--- config.mk ---
export PLATFORM = sky130hd
export DESIGN_NAME = intersection_ctrl
export DESIGN_NICKNAME = d
export VERILOG_FILES = /design/src/rtl/traffic_pkg.sv /design/src/rtl/phase_timer.sv /design/src/rtl/intersection_ctrl.sv
export SDC_FILE = /design/constraint.sdc
export NUM_CORES = 1
export LEC_CHECK = 0
export ABC_CLOCK_PERIOD_IN_PS = 2460
export CAP_MARGIN = 20
export CORE_MARGIN = 5
export CORE_UTILIZATION = 60
export DETAILED_ROUTE_END_ITERATION = 10
export DONT_BUFFER_PORTS = 1
export PLACE_DENSITY = 0.76
export SYNTH_ARGS = -nofsm -noshare
export SYNTH_HDL_FRONTEND = slang
export SYNTH_SLANG_ARGS = --single-unit
--- constraint.sdc ---
create_clock -name clk -period 2.46 [get_ports clk]
set_input_delay 0.492 -clock clk [delete_from_list [all_inputs] [get_ports clk]]
set_output_delay 0.492 -clock clk [all_outputs]
set_load 0.03 [all_outputs]
--- src/rtl/traffic_pkg.sv ---
// Shared types for the intersection controller: phase and road-direction enums
// plus small elaboration-time helpers.
package traffic_pkg;

  typedef enum logic [2:0] {
    ALLRED = 3'd0,
    REDYLW = 3'd1,
    GREEN  = 3'd2,
    YELLOW = 3'd3,
    WALK   = 3'd4
  } tl_state_t;

  typedef enum logic {
    DIR_NS = 1'b0,
    DIR_EW = 1'b1
  } tl_dir_t;

  function automatic tl_dir_t other_dir(input tl_dir_t d);
    return (d == DIR_NS) ? DIR_EW : DIR_NS;
  endfunction

  // True when a phase time is legal and t-1 fits in a w-bit counter.
  function automatic logic cnt_fits(input int t, input int w);
    return (t >= 32'sd1) && ((t - 32'sd1) < (32'sd1 <<< w));
  endfunction

endpackage

--- src/rtl/phase_timer.sv ---
// Loadable down-counter that saturates at zero; done flags the final cycle of a phase.
module phase_timer #(
  parameter int               CNT_W   = 8,
  parameter logic [CNT_W-1:0] RST_VAL = '0
) (
  input  logic             clk,
  input  logic             rst_n,
  input  logic             load,
  input  logic [CNT_W-1:0] load_val,
  output logic [CNT_W-1:0] cnt,
  output logic             done
);

  logic [CNT_W-1:0] cnt_q;
  logic [CNT_W-1:0] cnt_d;

  // next count: load wins, otherwise count down and hold at zero
  always_comb begin
    cnt_d = cnt_q;
    if (load) begin
      cnt_d = load_val;
    end else if (cnt_q != '0) begin
      cnt_d = cnt_q - CNT_W'(1);
    end else begin
      cnt_d = cnt_q;
    end
  end

  // counter register
  always_ff @(posedge clk or negedge rst_n) begin
    if (!rst_n) begin
      cnt_q <= RST_VAL;
    end else begin
      cnt_q <= cnt_d;
    end
  end

  assign cnt  = cnt_q;
  assign done = (cnt_q == '0);

endmodule

--- src/rtl/intersection_ctrl.sv ---
// Two-road intersection sequencer with all-red clearance, green extension and
// latched pedestrian walk service. Lamps decode directly from registered state.
module intersection_ctrl
  import traffic_pkg::*;
#(
  parameter int REDYLW_T = 2,
  parameter int GREEN_T  = 6,
  parameter int YELLOW_T = 2,
  parameter int ALLRED_T = 1,
  parameter int WALK_T   = 4,
  parameter int CNT_W    = 8
) (
  input  logic clk,
  input  logic rst,
  input  logic car_ns,
  input  logic car_ew,
  input  logic ped_req,
  output logic ns_red,
  output logic ns_yellow,
  output logic ns_green,
  output logic ew_red,
  output logic ew_yellow,
  output logic ew_green,
  output logic walk,
  output logic ped_ack
);

  if (!cnt_fits(REDYLW_T, CNT_W) || !cnt_fits(GREEN_T, CNT_W) ||
      !cnt_fits(YELLOW_T, CNT_W) || !cnt_fits(ALLRED_T, CNT_W) ||
      !cnt_fits(WALK_T, CNT_W)) begin : g_param_err
    $error("intersection_ctrl: a phase time is < 1 or does not fit in CNT_W bits");
  end

  tl_state_t        state_q, state_d;
  tl_dir_t          dir_q, dir_d;
  tl_dir_t          next_dir_q, next_dir_d;
  logic             ped_pending_q, ped_pending_d;
  logic             walk_entry;
  logic             opp_demand;
  logic             tmr_load;
  logic [CNT_W-1:0] tmr_load_val;
  logic [CNT_W-1:0] tmr_cnt;
  logic             tmr_done;
  logic             lamp_red, lamp_yel, lamp_grn;

  phase_timer #(
    .CNT_W   (CNT_W),
    .RST_VAL (CNT_W'(ALLRED_T - 1))
  ) u_timer (
    .clk      (clk),
    .rst_n    (rst),
    .load     (tmr_load),
    .load_val (tmr_load_val),
    .cnt      (tmr_cnt),
    .done     (tmr_done)
  );

  assign opp_demand = (dir_q == DIR_NS) ? car_ew : car_ns;

  // phase sequencing, direction bookkeeping and timer reload
  always_comb begin
    state_d      = state_q;
    dir_d        = dir_q;
    next_dir_d   = next_dir_q;
    walk_entry   = 1'b0;
    tmr_load_val = '0;
    case (state_q)
      ALLRED: begin
        if (tmr_done && ped_pending_q) begin
          state_d    = WALK;
          walk_entry = 1'b1;
        end else if (tmr_done) begin
          state_d = REDYLW;
          dir_d   = next_dir_q;
        end else begin
          state_d = ALLRED;
        end
      end
      WALK: begin
        if (tmr_done) begin
          state_d = REDYLW;
          dir_d   = next_dir_q;
        end else begin
          state_d = WALK;
        end
      end
      REDYLW: begin
        if (tmr_done) state_d = GREEN;
        else          state_d = REDYLW;
      end
      // Green holds past its minimum until someone else is waiting.
      GREEN: begin
        if (tmr_done && (opp_demand || ped_pending_q)) state_d = YELLOW;
        else                                           state_d = GREEN;
      end
      YELLOW: begin
        if (tmr_done) begin
          state_d    = ALLRED;
          next_dir_d = other_dir(dir_q);
        end else begin
          state_d = YELLOW;
        end
      end
      default: state_d = ALLRED;
    endcase

    tmr_load = (state_d != state_q);
    case (state_d)
      ALLRED:  tmr_load_val = CNT_W'(ALLRED_T - 1);
      REDYLW:  tmr_load_val = CNT_W'(REDYLW_T - 1);
      GREEN:   tmr_load_val = CNT_W'(GREEN_T - 1);
      YELLOW:  tmr_load_val = CNT_W'(YELLOW_T - 1);
      WALK:    tmr_load_val = CNT_W'(WALK_T - 1);
      default: tmr_load_val = '0;
    endcase
  end

  // A request in the WALK-entry cycle re-arms the latch rather than being lost.
  assign ped_pending_d = (ped_pending_q && !walk_entry) || ped_req;

  // controller state registers
  always_ff @(posedge clk or negedge rst) begin
    if (!rst) begin
      state_q       <= ALLRED;
      dir_q         <= DIR_NS;
      next_dir_q    <= DIR_NS;
      ped_pending_q <= 1'b0;
    end else begin
      state_q       <= state_d;
      dir_q         <= dir_d;
      next_dir_q    <= next_dir_d;
      ped_pending_q <= ped_pending_d;
    end
  end

  // Moore lamp decode; the inactive road always shows red
  always_comb begin
    lamp_red = 1'b1;
    lamp_yel = 1'b0;
    lamp_grn = 1'b0;
    walk     = 1'b0;
    ped_ack  = 1'b0;
    case (state_q)
      ALLRED: lamp_red = 1'b1;
      REDYLW: lamp_yel = 1'b1;
      GREEN: begin
        lamp_red = 1'b0;
        lamp_grn = 1'b1;
      end
      YELLOW: begin
        lamp_red = 1'b0;
        lamp_yel = 1'b1;
      end
      WALK: begin
        walk    = 1'b1;
        ped_ack = (tmr_cnt == CNT_W'(WALK_T - 1));
      end
      default: lamp_red = 1'b1;
    endcase

    if (dir_q == DIR_NS) begin
      ns_red    = lamp_red;
      ns_yellow = lamp_yel;
      ns_green  = lamp_grn;
      ew_red    = 1'b1;
      ew_yellow = 1'b0;
      ew_green  = 1'b0;
    end else begin
      ns_red    = 1'b1;
      ns_yellow = 1'b0;
      ns_green  = 1'b0;
      ew_red    = lamp_red;
      ew_yellow = lamp_yel;
      ew_green  = lamp_grn;
    end
  end

endmodule
## Word level (Yosys, flattened, before mapping)

Index checks and enable logic that the tools add are counted.

| word-level totals | value |
|---|---|
| bits in registers | 14 |
| input bits | 5 |
| output and inout bits | 8 |
| word-level logic and storage cells | 61 |

| operators by class | value |
|---|---|
| add/sub/neg operators | 1 |
| equal/unequal tests | 11 |
| multiplexer cells | 28 |
| reduce and logical (&&, ||, !) cells | 16 |

Operator list:

| cell | number |
|---|---|
| 1-bit two-way mux | 19 |
| 8-bit two-way mux | 2 |
| 3-bit one-hot mux with 5 select lines | 1 |
| 3-bit by 2-bit == test with 1-bit output, second input constant | 4 |
| 3-bit one-hot mux with 3 select lines | 1 |
| 8-bit by 2-bit == test with 1-bit output, second input constant | 1 |
| 8-bit logical NOT | 1 |
| 8-bit nonzero test | 1 |
| 8-bit by 1-bit subtractor with 8-bit output, second input constant | 1 |
| 3-bit by 1-bit == test with 1-bit output, second input constant | 2 |
| 3-bit == test, second input constant | 2 |
| 3-bit two-way mux | 2 |
| 2-bit OR reduction | 3 |
| 2-bit two-way mux | 2 |
| 2-bit AND reduction | 2 |
| 2-bit nonzero test | 2 |
| 1-bit logical AND | 3 |
| 3-bit logical NOT | 1 |
| 3-bit != test | 1 |
| 1-bit logical OR | 2 |
| 2-bit != test, second input constant | 1 |
| 1-bit one-hot mux with 2 select lines | 1 |
| 1-bit logical NOT | 1 |

## Logic depth before layout (Yosys ltp)

Gate-level depths: netlist of run 1.

| depth | value |
|---|---|
| depth in word-level cells | 9 |
| gate-level depth with buffers | 6 |
| gate-level depth less buffers | 6 |

## By module

Synthesis of run 1 repeated with hierarchy kept, for this count alone.

| unflattened totals | value |
|---|---|
| cell total of the unflattened synthesis | 107 |
| area total of the unflattened synthesis | 938.4 um2 |

By module, submodules not included:

| module | times used | cells an instance | area an instance (um2) | sequential area each (um2) |
|---|---|---|---|---|
| phase_timer | 1 | 54 | 476.7 | 200.2 |
| intersection_ctrl | 1 | 53 | 461.7 | 150.1 |

## Least setup slack after synthesis of run 1

No wires, ideal clock.

| timing | value |
|---|---|
| path kind | register to output |
| start point | register state_q[1] |
| end point | output port ped_ack |
| data arrival time | 1.814 ns |
| data required time | 1.968 ns |
| slack | 0.154 ns |
| cell stages (with the launch flop) | 6 |
| path buffers | 2 |
| cell sequence | dfrtp_1 -> clkbuf_1 -> or2_1 -> clkbuf_1 -> nor2_1 -> and4_1 |

| between the ends | value |
|---|---|
| cells in the longest elaborated chain, start to end | 2 |

Ends and longest elaborated chain:

| item | RTL line | source |
|---|---|---|
| start, declared | intersection_ctrl.sv:34 | `tl_state_t state_q, state_d;` |
| start signal, assigned | intersection_ctrl.sv:129 | `state_q <= state_d;` |
| 3-bit == test | intersection_ctrl.sv:143 | `case (state_q)` |
| 1-bit two-way mux | intersection_ctrl.sv:143 |  |
| end, declared | intersection_ctrl.sv:25 | `output logic ped_ack` |

No other way between the ends.

## Worst setup path after layout of run 1

| timing | value |
|---|---|
| start point | register state_q[1] |
| end point | output port ns_green |

| between the ends | value |
|---|---|
| cells in the longest elaborated chain, start to end | 3 |

Ends and longest elaborated chain:

| item | RTL line | source |
|---|---|---|
| 3-bit by 2-bit == test with 1-bit output | intersection_ctrl.sv:143 |  |
| 1-bit two-way mux | intersection_ctrl.sv:143 |  |
| 1-bit two-way mux | intersection_ctrl.sv:161 | `if (dir_q == DIR_NS) begin` |
| end, declared | intersection_ctrl.sv:20 | `output logic ns_green,` |

No other way between the ends.

==> impl_metrics.py, run 1 <==
metrics = {
    "timing": {
        "tightest_slew_ps": 633.1,
        "slew-limit-headroom_pct": 57.66,
        "tns_ps": 0,
        "setup_viol": 0,
        "rsz0062_at_grt": "no",
        "fin_hold_ws_ps": 329.1,
        "hold_viol_final": 0,
        "max_freq_mhz": 450.6,
        "period_minus_slack_ps": 2219,
        "slew_viol_final": 0,
        "min_period_over_period_pct": 90.20,
        "fin_skew_ps": 2.608,
    },
    "synthesis": {
        "async_flop_share_pct": 100.0,
        "synth_top_area_share_pct": 40.11,
        "synth-edff-count": 0,
        "syn_area_sq_um": 873.3,
        "yosysUniqueCellTypes": 39,
        "synth_warnings": 0,
        "ys_top_cells_by_count": "14 x dfrtp_1, 13 x nor2_1, 6 x nand2_1",
        "netlist_top_cells_area": "dfrtp_1 40%, nor2_1 5.6%, ha_1 4.3%",
        "ys_seq_elements": 14,
        "synth_area_leader_cell": "dfrtp_1",
        "ys_dominant_reg_cell": "dfrtp_1",
        "avgSynthCellArea_sq_um": 9.493,
        "yosysSeqAreaShare_pct": 40.11,
        "yosys.cell_count.top_type": "dfrtp_1",
        "syn_inst": 92,
        "syn-num-nets": 100,
    },
    "grt": {
        "grt.overflow.total": 0,
        "antenna_found_initial": 0,
        "grt_max_degree": 15,
        "grt_pass1_vias": 646,
        "gr-usage-all-layers_pct": 17.28,
        "grt_pass1_wl_mm": 2.870,
    },
    "cts": {
        "cts_buffers": 3,
        "clock_latency_ps": 270,
        "clock-root-buffer": "clkbuf_4",
        "clk_pin_slew_ps": 80,
        "cts_setup_buffers": 0,
        "cts_sinks": 14,
        "cts_resized": 0,
        "cts_tree": "built",
        "h-tree-depth": 1,
        "cts.path.max_buffers": 2,
    },
    "layout": {
        "fill_cells": 106,
        "area_delta_synth_final_pct": 6.877,
        "antenna_cells": 0,
        "fin_nets": 103,
        "drive_gt1_share_pct": 12.77,
    },
    "placement": {
        "dpl.hpwl_mm": 1.239,
        "io_buffers": 0,
        "gp_congestion": 0.8615,
    },
    "setup_path": {
        "critPathKind": "flip-flop to primary output",
        "worstPathMaxFanout": 10,
        "cp-start-kind": "flip-flop",
        "worstSetupEndpointType": "primary output",
        "crit_required_ps": 1970,
        "cp.arrival_ps": 1730,
    },
    "flow_run": {
        "drv_cap": 0,
    },
    "routing": {
        "dr.first_iter.drc_count": 12,
        "wirelength_mm": 1.657,
        "wire_per_inst_microns": 15.20,
        "remaining_drc_errors": 0,
        "num_vias": 683,
        "detail-route-antenna-nets": 0,
        "viasPerCell": 6.266,
        "first_pass_iters": 4,
    },
    "floorplan": {
        "pin_count": 13,
        "die_x_microns": 48.15,
        "dieHeight_microns": 48.15,
        "dieArea_sq_um": 2318,
        "rows": 13,
        "start_util_pct": 65.48,
        "core-area_sq_um": 1334,
    },
    "run_status": {
        "status": "completed",
    },
    "power": {
        "power.density_nw_per_um2": 1311,
        "leakage_nw": 0.4090,
        "ir_drop_v": 0.0007263,
    },
    "min_path": {
        "hold_class": "primary input to flip-flop",
    },
}
[layout by cell type (no fill, tap or decap), types with 2 or more instances in the layout]
cell type	n
a211oi_1	3
a21o_1	2
a21oi_1	4
buf_4	2
clkbuf_4	3
dfrtp_1	14
ha_1	3
inv_1	4
mux2_1	2
nand2_1	6
nand2b_1	2
nor2_1	13
nor2b_1	4
o31ai_1	3
or3_1	2
xor2_1	2
[state kept, by name (all words and copies together), names as in the netlist]
register,count
state_q,3
ped_pending_q,1
next_dir_q,1
dir_q,1
u_timer.cnt,8
[report_power, final]
| group | internal, W | switching, W | total (W) | leakage, nW |
|---|---|---|---|---|
| Combinational | 0.000234 | 0.000374 | 0.000609 | 0.211 |
| Clock | 0.0000898 | 0.0000713 | 0.000161 | 0.0210 |
| Sequential | 0.000323 | 0.000131 | 0.000454 | 0.177 |
| Total | 0.000647 | 0.000577 | 0.00122 | 0.409 |
[cell families after synthesis]
kind of cell | count (synthesis) | synth area share [%]
flip-flops | 14 | 40.12
AO/OA/AOI/OAI | 22 | 18.77
multiplexers | 3 | 3.725
AND/OR/NAND/NOR | 38 | 26.07
buffers and inverters | 9 | 4.010
XOR/XNOR | 3 | 3.009
adder cells (fa/ha/maj) | 3 | 4.298
[final timing paths]
path                                            start                         end  slack [ps]  cells after the start
max in group asynchronous                         rst  u_timer.cnt[6]$_DFFE_PN0P_        1380                      1
setup / recovery                 state_q[1]$_DFF_PN0_                    ns_green         240                      3
min in group asynchronous                         rst  u_timer.cnt[1]$_DFFE_PN0P_         680                      1
hold / removal                                ped_req     ped_pending_q$_DFF_PN0_         330                      1
setup reg to reg           u_timer.cnt[4]$_DFFE_PN0P_           dir_q$_DFFE_PN0P_         620                      4
hold reg to reg                next_dir_q$_DFFE_PN0P_      next_dir_q$_DFFE_PN0P_         490                      1
[cell type report]
type	instances	area [sq um]	share of cell area (%)
multi-input cells	69	488.0	52.28
flip-flops and latches	14	350.3	37.53
clock buffers	4	36.28	3.887
repair buffers	3	25.02	2.681
well taps	15	18.77	2.011
inverters	4	15.01	1.609
[what timing repair did]
item | in CTS | in global routing
endpoints found under the setup margin | 0 | 0
hold buffers | 1 | 0
endpoints found under the hold margin | 14 | 0
[layer usage]
metal / wire length [microns] / vias up / part of all wire [%] / GRT usage [%]
li1: - / 333 / - / -
met3: 116 / 0 / 7.0 / 2.952
met4: 0 / 0 / 0 / 3.226
met5: 0 / - / 0 / 0
met1: 785 / 325 / 47 / 24.02
met2: 755 / 25 / 46 / 28.39
[per-stage QoR]
step	instances	utilization [%]	total power [W]	setup slack (ps)	instance area (sq um)
4_1_cts	109	69.98	0.001225	234.1	933.4
2_1_floorplan	92	-	0.0009484	153.7	873.3
6_report	109	69.98	0.001224	241.0	933.4
3_5_place_dp	104	66.51	0.001053	547.6	887.1
5_1_grt	109	69.98	0.001330	129.2	933.4
3_3_place_gp	104	66.51	0.001048	555.7	887.1
[worst max-delay path: stages (launching register included)]
cell and delay, ps:
dfrtp_1 500, nor2b_1 210, nand2_1 240, nor2_1 500
(Power assumes the default switching activity.)
==> run 2, diff against run 1 <==
--- a/config.mk
+++ b/config.mk
@@ -7,11 +7,12 @@
 export LEC_CHECK = 0
 export ABC_CLOCK_PERIOD_IN_PS = 2460
 export CAP_MARGIN = 20
-export CORE_MARGIN = 5
 export CORE_UTILIZATION = 60
 export DETAILED_ROUTE_END_ITERATION = 10
 export DONT_BUFFER_PORTS = 1
 export PLACE_DENSITY = 0.76
+export SETUP_SLACK_MARGIN = 0.5
 export SYNTH_ARGS = -nofsm -noshare
 export SYNTH_HDL_FRONTEND = slang
+export SYNTH_HIERARCHICAL = 1
 export SYNTH_SLANG_ARGS = --single-unit
==> impl_metrics.py, run 2 <==
metrics = {
    "grt": {
        "gr-usage-all-layers_pct": 25.32,
        "grt_max_degree": 17,
        "grt.overflow.total": 0,
        "grt_pass1_vias": 737,
        "grt_pass1_wl_mm": 3.387,
        "antenna_found_initial": 0,
    },
    "setup_path": {
        "worstPathMaxFanout": 5,
        "critPathKind": "flip-flop to flip-flop",
        "r2r_setup_slack_ps": 330,
        "crit_required_ps": 2650,
        "cp-start-kind": "flip-flop",
        "r2r_start": "u_timer/cnt[0]$_DFFE_PN0P_",
        "reg2reg_depth": 10,
        "rr_endpoint": "u_timer/cnt[1]$_DFFE_PN0P_",
        "cp.arrival_ps": 2330,
        "worstSetupEndpointType": "flip-flop",
    },
    "floorplan": {
        "core-area_sq_um": 1383,
        "start_util_pct": 67.87,
        "pin_count": 13,
        "die_x_microns": 41.55,
        "dieHeight_microns": 41.55,
        "dieArea_sq_um": 1726,
        "rows": 13,
    },
    "layout": {
        "largest_reg_flops": 8,
        "fin_nets": 142,
        "fill_cells": 41,
        "final_cell_mix": "22 x buf_4, 9 x nand2_1, 9 x dfrtp_1",
        "antenna_cells": 0,
        "drive_gt1_share_pct": 45.19,
        "final_common_cell": "buf_4",
        "area_delta_synth_final_pct": 38.00,
    },
    "min_path": {
        "hold_start": "ped_req",
        "whs_path_depth": 1,
        "hold_class": "primary input to flip-flop",
        "min_to": "ped_pending_q$_DFF_PN0_",
    },
    "power": {
        "seqPwrFrac_pct": 56.4,
        "leakage_nw": 0.5144,
        "p_switching_w": 0.00008478,
        "ir_drop_v": 0.0003204,
        "swShare_pct": 20.82,
        "pwr-share-comb_pct": 2.1,
        "power.density_nw_per_um2": 314.5,
        "p_int_w": 0.0003225,
        "p_clk_share_pct": 41.5,
    },
    "synthesis": {
        "yosys.cell_count.top_type": "dfrtp_1",
        "async_flop_share_pct": 100.0,
        "ys_seq_elements": 14,
        "yosysSeqAreaShare_pct": 37.33,
        "synth_top_area_share_pct": 37.33,
        "ys_dominant_reg_cell": "dfrtp_1",
        "synth-edff-count": 0,
        "synth_area_leader_cell": "dfrtp_1",
        "ys_top_cells_by_count": "14 x dfrtp_1, 9 x nand2_1, 9 x nor2_1",
        "yosysUniqueCellTypes": 46,
        "synth_warnings": 6,
        "netlist_top_cells_area": "dfrtp_1 37%, nand2_1 3.6%, nor2_1 3.6%",
        "syn_area_sq_um": 938.4,
        "syn_inst": 107,
        "avgSynthCellArea_sq_um": 8.770,
    },
    "cts": {
        "cts_buffers": 3,
        "clk_pin_slew_ps": 90,
        "cts_tree": "built",
        "cts.path.max_buffers": 2,
        "clock-root-buffer": "clkbuf_4",
        "h-tree-depth": 1,
        "clock_latency_ps": 280,
        "cts_sinks": 14,
    },
    "placement": {
        "io_buffers": 0,
        "dpl.hpwl_mm": 1.382,
        "gp_congestion": 0.8522,
    },
    "routing": {
        "remaining_drc_errors": 0,
        "dr.first_iter.drc_count": 76,
        "detail-route-antenna-nets": 0,
        "first_pass_iters": 4,
        "wire_per_inst_microns": 21.09,
        "wirelength_mm": 3.163,
        "num_vias": 1034,
        "viasPerCell": 6.893,
    },
    "timing": {
        "fin_hold_ws_ps": 304.1,
        "slew_viol_final": 0,
        "rsz0062_at_grt": "yes",
        "max_freq_mhz": 468.6,
        "min_period_over_period_pct": 86.75,
        "tightest_slew_ps": 703.7,
        "period_minus_slack_ps": 2134,
        "tns_ps": 0,
        "fin_skew_ps": 2.005,
        "slew-limit-headroom_pct": 52.66,
        "hold_viol_final": 0,
        "setup_viol": 0,
    },
    "flow_run": {
        "drv_cap": 0,
    },
    "run_status": {
        "status": "completed",
    },
}
## run 2: kinds of logic after synthesis
kind of cell	synth area share (%)
AO/OA/AOI/OAI	20.13
XOR/XNOR	0.9335
adder cells (fa/ha/maj)	1.333
buffers and inverters	6.266
flip-flops	37.33
multiplexers	2.799
other	0.3996
AND/OR/NAND/NOR	30.80
## run 2: cell type report
class                           instances  area (sq um)  area share [%]
Sequential cell                        14         356.6           27.54
Clock buffer                            4         36.28           2.802
Inverter                                4         15.01           1.159
Timing Repair Buffer                   26         202.7           15.65
Tap cell                               15         18.77           1.449
Multi-Input combinational cell         87         665.6           51.40
## run 2: power groups by stage
stage | logic [W] | registers (W) | clock network [W]
after floorplan | 0.00000263 | 0.000235 | 0
after detailed placement | 0.00000275 | 0.000235 | 0
after CTS | 0.00000834 | 0.000230 | 0.000170
final | 0.00000844 | 0.000230 | 0.000169
after global routing | 0.00000968 | 0.000230 | 0.000179
after global placement | 0.00000276 | 0.000235 | 0
## run 2: metrics by stage
stage	util, %	total power, W	setup slack, ps	area [sq um]	cells
finish	93.67	0.0004073	326.0	1295	150
floorplan	-	0.0002372	377.8	983.4	111
global route	93.67	0.0004182	270.6	1295	150
CTS	78.19	0.0004085	451.3	1081	133
global placement	70.23	0.0002373	355.4	970.9	124
detailed placement	70.23	0.0002373	334.8	970.9	124
## run 2: critical path: stages, from the launching register on
cell and delay (ps):
dfrtp_1 410, inv_2 100, ha_4 150, or3b_4 410, nor2_4 190, buf_6 150
nor2b_4 160, a21oi_2 80, nor3_2 200, nand2_1 110, o31ai_1 80
## run 2: timing repair
| item | CTS | global route |
|---|---|---|
| hold buffers | 1 | 0 |
| hold endpoints to repair | 14 | 0 |
| gates cloned | 0 | 0 |
| buffers inserted | 4 | 17 |
| gates resized for setup | 12 | 23 |
| setup endpoints to repair | 14 | 14 |
| pin swaps | 2 | 5 |
## run 2: worst max path at each step
stage / from / end / slack, ps
final: u_timer/cnt[0]$_DFFE_PN0P_ / u_timer/cnt[1]$_DFFE_PN0P_ / 330
after global routing: u_timer/cnt[0]$_DFFE_PN0P_ / u_timer/cnt[1]$_DFFE_PN0P_ / 270
after CTS: state_q[2]$_DFF_PN0_ / ew_yellow / 450
after detailed placement: u_timer/cnt[0]$_DFFE_PN0P_ / u_timer/cnt[1]$_DFFE_PN0P_ / 330
after global placement: u_timer/cnt[0]$_DFFE_PN0P_ / u_timer/cnt[1]$_DFFE_PN0P_ / 360
after floorplan: u_timer/cnt[0]$_DFFE_PN0P_ / u_timer/cnt[5]$_DFFE_PN0P_ / 380
## run 2: layer usage
layer / wire length (microns) / global-route usage [%] / vias to the layer above / share of wire (%)
met2: 1436 / 36.25 / 68 / 45
met4: 144 / 9.677 / 0 / 4.6
met3: 241 / 3.913 / 19 / 7.6
met1: 1341 / 38.16 / 492 / 42
met5: 0 / 0 / - / 0
li1: - / - / 455 / -
==> run 3, diff against run 2 <==
--- a/config.mk
+++ b/config.mk
@@ -12,6 +12,7 @@
 export DONT_BUFFER_PORTS = 1
 export PLACE_DENSITY = 0.76
 export SETUP_SLACK_MARGIN = 0.5
+export SKIP_CTS_REPAIR_TIMING = 1
 export SYNTH_ARGS = -nofsm -noshare
 export SYNTH_HDL_FRONTEND = slang
 export SYNTH_HIERARCHICAL = 1
==> impl_metrics.py, run 3 (synthesis results as in run 2) <==
metrics = {
    "placement": {
        "dp_cells": 124,
        "placed_cell_area_sq_um": 970.9,
        "dpl.hpwl_mm": 1.382,
        "gp_congestion": 0.8522,
        "io_buffers": 0,
        "post-place-ws_ps": 334.8,
    },
    "routing": {
        "top_layer_used": "met4",
        "wl_met1_mm": 1.273,
        "dr.first_iter.drc_count": 72,
        "route.met2.wl_mm": 1.465,
        "wirelength_mm": 3.157,
        "first_pass_iters": 5,
        "routed-wl-met3_microns": 312,
        "remaining_drc_errors": 0,
        "detail-route-antenna-nets": 0,
        "wire_per_inst_microns": 21.33,
        "num_vias": 1050,
        "viasPerCell": 7.095,
    },
    "grt": {
        "grt_pass1_vias": 699,
        "grt_max_degree": 17,
        "grt_pass1_wl_mm": 3.174,
        "gr-usage-all-layers_pct": 23.67,
        "grt.overflow.total": 0,
        "antenna_found_initial": 0,
    },
    "cts": {
        "clock_latency_ps": 280,
        "cts.path.max_buffers": 2,
        "clock-root-buffer": "clkbuf_4",
        "cts_sinks": 14,
        "cts_buffers": 3,
        "cts_tree": "built",
        "h-tree-depth": 1,
        "clk_pin_slew_ps": 90,
    },
    "floorplan": {
        "dieArea_sq_um": 1726,
        "start_util_pct": 67.87,
        "core-area_sq_um": 1383,
        "pin_count": 13,
        "rows": 13,
        "dieHeight_microns": 41.55,
        "die_x_microns": 41.55,
    },
    "setup_path": {
        "path_cells": "mux2_4, or4b_4, a21o_4, buf_4, nor2_1, nand4_1, nand3_1",
        "cp.arrival_ps": 2270,
        "crit_required_ps": 2670,
        "cpPeakStageDelay_ps": 500,
        "reg2reg_depth": 7,
        "worstSetupStartpoint": "dir_q$_DFFE_PN0P_",
        "cp-start-kind": "flip-flop",
        "r2r_start": "dir_q$_DFFE_PN0P_",
        "critPathKind": "flip-flop to flip-flop",
        "endpoint": "u_timer/cnt[6]$_DFFE_PN0P_",
        "r2r_setup_slack_ps": 400,
        "worstSetupEndpointType": "flip-flop",
        "worstPathMaxFanout": 6,
        "worst_path_max_delay_cell": "or4b_4",
        "rr_endpoint": "u_timer/cnt[6]$_DFFE_PN0P_",
    },
    "run_status": {
        "status": "completed",
    },
    "layout": {
        "largest_reg_flops": 8,
        "final_common_cell": "buf_4",
        "area_delta_synth_final_pct": 37.47,
        "drive_gt1_share_pct": 45.11,
        "fin_nets": 140,
        "finalInstanceArea_sq_um": 1290,
        "fill_cells": 47,
        "final_cell_mix": "17 x buf_4, 9 x nand2_1, 7 x dfrtp_2, 7 x dfrtp_1",
        "fin_cells": 148,
        "antenna_cells": 0,
    },
    "timing": {
        "min_period_over_period_pct": 83.76,
        "period_minus_slack_ps": 2060,
        "slew-limit-headroom_pct": 55.92,
        "max_freq_mhz": 485.3,
        "fin_skew_ps": 2.181,
        "tightest_slew_ps": 659.1,
        "tns_ps": 0,
        "setup_viol": 0,
        "hold_viol_final": 0,
        "rsz0062_at_grt": "yes",
        "slew_viol_final": 0,
        "fin_ws_ps": 399.5,
    },
    "power": {
        "ir_drop_v": 0.0002723,
        "power.density_nw_per_um2": 314.8,
        "leakage_nw": 0.5055,
    },
    "min_path": {
        "hold_class": "primary input to flip-flop",
        "hold_start": "ped_req",
    },
    "flow_run": {
        "drv_cap": 0,
    },
}
[run 3: cell types whose count changed in the layout (fill, tap and decap cells not counted), sizes merged]
cell,change
buf,-2
[run 3: per-stage QoR]
stage / hold slack, ps / util (%) / total power (W)
after detailed placement: 196.7 / 70.23 / 0.0002373
after global routing: 304.1 / 93.30 / 0.0004202
final: 306.7 / 93.30 / 0.0004061
after global placement: 196.7 / 70.23 / 0.0002373
after floorplan: 196.4 / - / 0.0002372
after CTS: -109.8 / 72.85 / 0.0004030
[run 3: final cells by class]
cell class	count	area, sq um	area share (%)
Tap cell	15	18.77	1.455
Clock buffer	4	36.28	2.813
Timing Repair Buffer	24	192.7	14.94
Inverter	4	15.01	1.164
Multi-Input combinational cell	87	668.1	51.79
Sequential cell	14	359.1	27.84
[run 3: worst max-delay path, delay by kind of cell (launching register included)]
kind,cells,cell delay (ps)
and+or+nand+nor,4,840
buffers and inverters,1,130
DFF,1,440
AOI/OAI and AO/OA,1,260
muxes,1,310
[run 3: per-layer routing]
| metal | GRT usage (%) | vias to the layer above |
|---|---|---|
| li1 | - | 454 |
| met1 | 36.77 | 501 |
| met2 | 32.19 | 83 |
| met3 | 3.913 | 12 |
| met4 | 9.677 | 0 |
| met5 | 0 | - |
[run 3: worst min-delay path by stage]
stage / cells after the start / end / slack [ps]
after CTS: 0 / state_q[0]$_DFF_PN0_ / -110
after detailed placement: 0 / state_q[0]$_DFF_PN0_ / 200
after global placement: 0 / state_q[1]$_DFF_PN0_ / 200
after global routing: 1 / ped_pending_q$_DFF_PN0_ / 300
after floorplan: 0 / dir_q$_DFFE_PN0P_ / 200
final: 1 / ped_pending_q$_DFF_PN0_ / 310
[run 3: power by group]
| group | leakage [nW] | internal [W] | switching, W | total (W) |
|---|---|---|---|---|
| Sequential | 0.156 | 0.000230 | 0.0000000000000000000667 | 0.000230 |
| Clock | 0.0210 | 0.0000899 | 0.0000776 | 0.000168 |
| Combinational | 0.328 | 0.00000256 | 0.00000611 | 0.00000868 |
| Total | 0.506 | 0.000322 | 0.0000837 | 0.000406 |
